<file path="src/rtl/ma_threshold_detector.sv">
// Hysteresis threshold detector for the moving-average stream: debounced level flag,
// rise/fall event pulses, peak tracking and a saturating rise-event counter.
module ma_threshold_detector #(
    parameter int DATA_W   = 10,
    parameter int DEBOUNCE = 4,
    parameter int EVT_W    = 8
) (
    input  logic              clk,
    input  logic              rst,
    input  logic [DATA_W-1:0] data_in,
    input  logic              strobe_in,
    input  logic [DATA_W-1:0] thr_hi,
    input  logic [DATA_W-1:0] thr_lo,
    input  logic              clear_peak,
    output logic              above,
    output logic              rise_evt,
    output logic              fall_evt,
    output logic [DATA_W-1:0] peak,
    output logic [EVT_W-1:0]  event_cnt,
    output logic              strobe_out
);

    typedef enum logic [1:0] {
        ST_BELOW  = 2'd0,
        ST_ARM_HI = 2'd1,
        ST_ABOVE  = 2'd2,
        ST_ARM_LO = 2'd3
    } state_t;

    localparam logic [2:0] DEB = 3'(DEBOUNCE);

    state_t     r_state;
    state_t     w_state_nxt;
    logic [2:0] r_cnt;
    logic [2:0] w_cnt_nxt;
    logic [2:0] w_cnt_inc;
    logic       r_strobe_q;
    logic       w_accept;
    logic       w_rise;
    logic       w_fall;
    logic       w_above_nxt;

    assign w_accept  = strobe_in & ~r_strobe_q;
    assign w_cnt_inc = r_cnt + 3'd1;

    // State and debounce count only move on an accepted sample.
    always_ff @(posedge clk or posedge rst) begin
        if (rst) begin
            r_state <= ST_BELOW;
            r_cnt   <= 3'd0;
        end else if (w_accept) begin
            r_state <= w_state_nxt;
            r_cnt   <= w_cnt_nxt;
        end
    end

    always_comb begin
        w_state_nxt = r_state;
        w_cnt_nxt   = r_cnt;
        case (r_state)
            ST_BELOW: begin
                if (data_in >= thr_hi) begin
                    if (DEBOUNCE == 1) begin
                        w_state_nxt = ST_ABOVE;
                        w_cnt_nxt   = 3'd0;
                    end else begin
                        w_state_nxt = ST_ARM_HI;
                        w_cnt_nxt   = 3'd1;
                    end
                end
            end
            ST_ARM_HI: begin
                if (data_in >= thr_hi) begin
                    if (w_cnt_inc == DEB) begin
                        w_state_nxt = ST_ABOVE;
                        w_cnt_nxt   = 3'd0;
                    end else begin
                        w_cnt_nxt   = w_cnt_inc;
                    end
                end else begin
                    w_state_nxt = ST_BELOW;
                    w_cnt_nxt   = 3'd0;
                end
            end
            ST_ABOVE: begin
                if (data_in <= thr_lo) begin
                    if (DEBOUNCE == 1) begin
                        w_state_nxt = ST_BELOW;
                        w_cnt_nxt   = 3'd0;
                    end else begin
                        w_state_nxt = ST_ARM_LO;
                        w_cnt_nxt   = 3'd1;
                    end
                end
            end
            ST_ARM_LO: begin
                if (data_in <= thr_lo) begin
                    if (w_cnt_inc == DEB) begin
                        w_state_nxt = ST_BELOW;
                        w_cnt_nxt   = 3'd0;
                    end else begin
                        w_cnt_nxt   = w_cnt_inc;
                    end
                end else begin
                    w_state_nxt = ST_ABOVE;
                    w_cnt_nxt   = 3'd0;
                end
            end
            default: begin
                w_state_nxt = ST_BELOW;
                w_cnt_nxt   = 3'd0;
            end
        endcase
    end

    always_comb begin
        w_rise      = 1'b0;
        w_fall      = 1'b0;
        w_above_nxt = (w_state_nxt == ST_ABOVE) || (w_state_nxt == ST_ARM_LO);
        if ((r_state == ST_BELOW || r_state == ST_ARM_HI) && w_state_nxt == ST_ABOVE)
            w_rise = 1'b1;
        if ((r_state == ST_ABOVE || r_state == ST_ARM_LO) && w_state_nxt == ST_BELOW)
            w_fall = 1'b1;
    end

    // Strobe history resets high so a strobe already asserted at reset release is ignored.
    always_ff @(posedge clk or posedge rst) begin
        if (rst) begin
            r_strobe_q <= 1'b1;
            strobe_out <= 1'b0;
            rise_evt   <= 1'b0;
            fall_evt   <= 1'b0;
            above      <= 1'b0;
        end else begin
            r_strobe_q <= strobe_in;
            strobe_out <= w_accept;
            rise_evt   <= w_accept & w_rise;
            fall_evt   <= w_accept & w_fall;
            if (w_accept)
                above <= w_above_nxt;
        end
    end

    // A clear coinciding with an accept discards the old peak in favour of the new sample.
    always_ff @(posedge clk or posedge rst) begin
        if (rst) begin
            peak <= '0;
        end else if (w_accept) begin
            if (clear_peak || (data_in > peak))
                peak <= data_in;
        end else if (clear_peak) begin
            peak <= '0;
        end
    end

    always_ff @(posedge clk or posedge rst) begin
        if (rst) begin
            event_cnt <= '0;
        end else if (w_accept && w_rise && (event_cnt != '1)) begin
            event_cnt <= event_cnt + 1'b1;
        end
    end

endmodule

</file>
<file path="config.mk">
export PLATFORM = sky130hd
export DESIGN_NAME = ma_threshold_detector
export DESIGN_NICKNAME = d
export VERILOG_FILES = /design/src/rtl/ma_threshold_detector.sv
export SDC_FILE = /design/constraint.sdc
export NUM_CORES = 1
export LEC_CHECK = 0
export CORE_MARGIN = 1.5
export CORE_UTILIZATION = 52
export CTS_BUF_LIST = sky130_fd_sc_hd__clkbuf_16
export DETAILED_ROUTE_END_ITERATION = 10
export PLACE_DENSITY_LB_ADDON = 0.2
export SYNTH_ARGS = -nofsm -noshare
export SYNTH_HDL_FRONTEND = slang
export SYNTH_SLANG_ARGS = --single-unit
</file>
<file path="constraint.sdc">
create_clock -name clk -period 5.9 [get_ports clk]
set_input_delay 1.77 -clock clk [delete_from_list [all_inputs] [get_ports clk]]
set_output_delay 1.77 -clock clk [all_outputs]
set_load 0.02 [all_outputs]
</file>
==> impl_metrics.csv <==
group,metric,value,unit
timing,hold_slack,0.4887,ns
floorplanning,die-area,4248,um^2
critical_path,cp-end-kind,"flip-flop",
synth,synthCells,214,
critical_path,cp.depth,8,
synth,synth_async_sr_flop_share,1.000,
detailed_routing,remaining_drc_errors,0,
timing,tightest_slew,1.033,ns
critical_path,worst_r2r_path_depth,6,
detailed_routing,first_pass_iters,4,
clock_tree,numClockSinks,28,
clock_tree,cts_resized,0,
critical_path,required,6.05,ns
place,place_area,2613,um^2
power,ir_worst_vdd,0.2842,mV
worst_hold_path,hp-class,"flip-flop to flip-flop",
synth,synth_fp_nets,281,
clock_tree,cts_setup_buffers,0,
clock_tree,h-tree-depth,1,
detailed_routing,drtAntennaViolNets,0,
synth,synth_area,2011,um^2
detailed_routing,via_per_inst,5.276,
timing,fmax,260.5,MHz
clock_tree,cts-root-buf,"clkbuf_16",
timing,skew,0.002499,ns
synth,synth_edf_count,0,
cells_and_area,final_common_cell,"clkdlybuf4s50_1",
clock_tree,numCtsBuffers,3,
power,p_clk_frac,0.333,
power,seqPwrFrac,0.388,
critical_path,crit_family,"compound AO/OA/AOI/OAI gates",
timing,rsz0062_at_grt,"false",
detailed_routing,wl,4317,um
cells_and_area,fill_cells,275,
floorplanning,dieWidth,65.18,um
cells_and_area,antenna_cells,0,
floorplanning,core_area,3689,um^2
floorplanning,start_util,0.5451,
critical_path,rrSetupSlack,3.79,ns
power,internal_power,0.4288,mW
timing,max_slew_margin,0.3107,
global_route,antenna_found_initial,0,
flow_run,maxCapViolations,0,
cells_and_area,nets,339,
floorplanning,die_y,65.18,um
synth,synth_seq_area_share,0.3491,
global_route,grt_pass1_vias,1639,
critical_path,critPathMaxFanout,8,
clock_tree,cts_hold_buf,0,
clock_tree,cts_tree,"yes",
power,power,0.5920,mW
clock_tree,clk_pin_slew,0.07,ns
floorplanning,rows,22,
detailed_routing,wire_per_inst,13.53,um
synth,netlist-cell-type-count,40,
cells_and_area,layout_common_cells,"clkdlybuf4s50_1, inv_1, ha_1",
critical_path,start_kind,"input port",
clock_tree,clkLatencyLatePin,0.26,ns
critical_path,path_cells,"clkdlybuf4s50_1 > ha_1 > a21oi_1 > o21ai_0 > a31oi_1 > a211oi_4 > nand2_4 > mux2_4",
synth,ys_seq_elements,28,
timing,drv_slew,0,
cells_and_area,stdcell_area,2718,um^2
detailed_routing,drtIter0Drc,79,
timing,hold_viol,0,
global_route,track_usage,0.2177,
power,sw_frac_of_total,0.2758,
timing,setup_viol,0,
critical_path,r2r_end,"event_cnt[1]",
global_route,grt_first_pass_wirelength,7231,um
power,cellPowerDensity,217.9,nW/um^2
power,power.switching,0.1633,mW
critical_path,crit_buf_inv,1,
critical_path,rr_startpoint,"r_strobe_q",
detailed_routing,via_count,1683,
critical_path,cp_slowest_cell,"clkdlybuf4s50_1",
cells_and_area,drive_above_1_share,0.04797,
synth,synth_flop_cell,"dfrtp_1",
critical_path,slowest_delay,0.50,ns
place,portBuffers,55,
synth,avgSynthCellArea,9.396,um^2
status,status,"finished, final reports clean",
critical_path,path_class,"input port to flip-flop",
timing,finalSetupTns,0,ns
floorplanning,io_pins,56,
clock_tree,clk_path_buf_depth,2,
global_route,grt-ovfl-total,0,
power,p_comb_frac,0.279,
critical_path,arrival,3.98,ns
synth,yosysWarnings,0,
power,p_leak,1.324,nW
cells_and_area,synthToLayoutAreaGrowth,35.16,%
place,dpl.hpwl,3405,um
critical_path,crit_end,"event_cnt[1]",
timing,fin_crit,3.838,ns
place,globalplace.congestion,0.8355,
critical_path,worstSetupStartpoint,"data_in[7]",
timing,finalCritPeriodShare,0.6506,
global_route,grt_max_degree,29,
-- sequential cells by signal, indices dropped and copies added, names as in the netlist --
register and flops:
above 1, event_cnt 8, fall_evt 1, peak 10
r_cnt 3, r_state 2, r_strobe_q 1, rise_evt 1
strobe_out 1
-- final cells by class --
class	instances	area (um^2)	share of cell area
Clock buffer	3	75.07	0.02762
Clock inverter	1	30.03	0.01105
Inverter	37	138.9	0.05110
Multi-Input combinational cell	147	1161	0.4273
Sequential cell	28	701.9	0.2583
Tap cell	48	60.06	0.02210
Timing Repair Buffer	55	550.5	0.2026
-- through the flow --
step                      worst slack (ns)  cells    util
after global routing                 1.907    319  0.7368
final                                2.062    319  0.7368
after CTS                            2.062    319  0.7368
after floorplan                      2.567    214       -
after global placement               1.815    315  0.7083
after detailed placement             1.785    315  0.7083
-- per-layer routing --
layer  global-route usage  up-vias  share of wire
met5                    0        -              0
met2               0.3788       45           0.50
met3              0.03767        2          0.041
met4              0.03646        0         0.0037
met1               0.2887      782           0.46
li1                     -      854              -
-- power groups by stage --
stage               combinational (mW)  clock (mW)  sequential (mW)
finish                           0.165       0.197            0.230
global route                     0.186       0.211            0.233
CTS                              0.166       0.202            0.229
detailed placement               0.165           0            0.233
global placement                 0.159           0            0.232
floorplan                       0.0923           0            0.238
-- worst min path at each step --
stage / cells after the start / start / to / slack [ns]
floorplan: 1 / r_state[0] / r_cnt[0] / 0.50
global placement: 1 / event_cnt[6] / event_cnt[6] / 0.48
detailed placement: 1 / event_cnt[6] / event_cnt[6] / 0.48
CTS: 1 / event_cnt[6] / event_cnt[6] / 0.50
global route: 1 / event_cnt[6] / event_cnt[6] / 0.52
finish: 1 / event_cnt[6] / event_cnt[6] / 0.49
-- synthesized netlist by cell type (2+ instances only) --
cell type | n | area [um^2]
inv_1 | 36 | 135.1
ha_1 | 33 | 412.9
dfrtp_1 | 27 | 675.7
nand2_1 | 20 | 75.07
a21oi_1 | 10 | 50.05
mux2i_1 | 10 | 100.1
nand3_1 | 8 | 40.04
nor2_1 | 7 | 26.28
xnor2_1 | 7 | 61.31
nand4_1 | 6 | 37.54
o21ai_0 | 6 | 30.03
a211oi_1 | 4 | 30.03
and3_1 | 4 | 25.02
nor3_1 | 4 | 20.02
nand2b_1 | 3 | 18.77
a31oi_1 | 2 | 12.51
and2b_2 | 2 | 17.52
nand2_4 | 2 | 22.52
o22ai_1 | 2 | 12.51
-- logic make-up (layout without fill, tap and decap cells) --
kind of cell / after synthesis / in the layout / synth area share
AO/OA/AOI/OAI: 36 / 36 / 0.1301
XOR/XNOR: 7 / 7 / 0.03049
adder cells (fa/ha/maj): 33 / 33 / 0.2054
buffers and inverters: 39 / 96 / 0.07342
flip-flops: 28 / 28 / 0.3491
multiplexers: 11 / 11 / 0.05725
AND/OR/NAND/NOR: 60 / 60 / 0.1543
(Power assumes the default switching activity.)
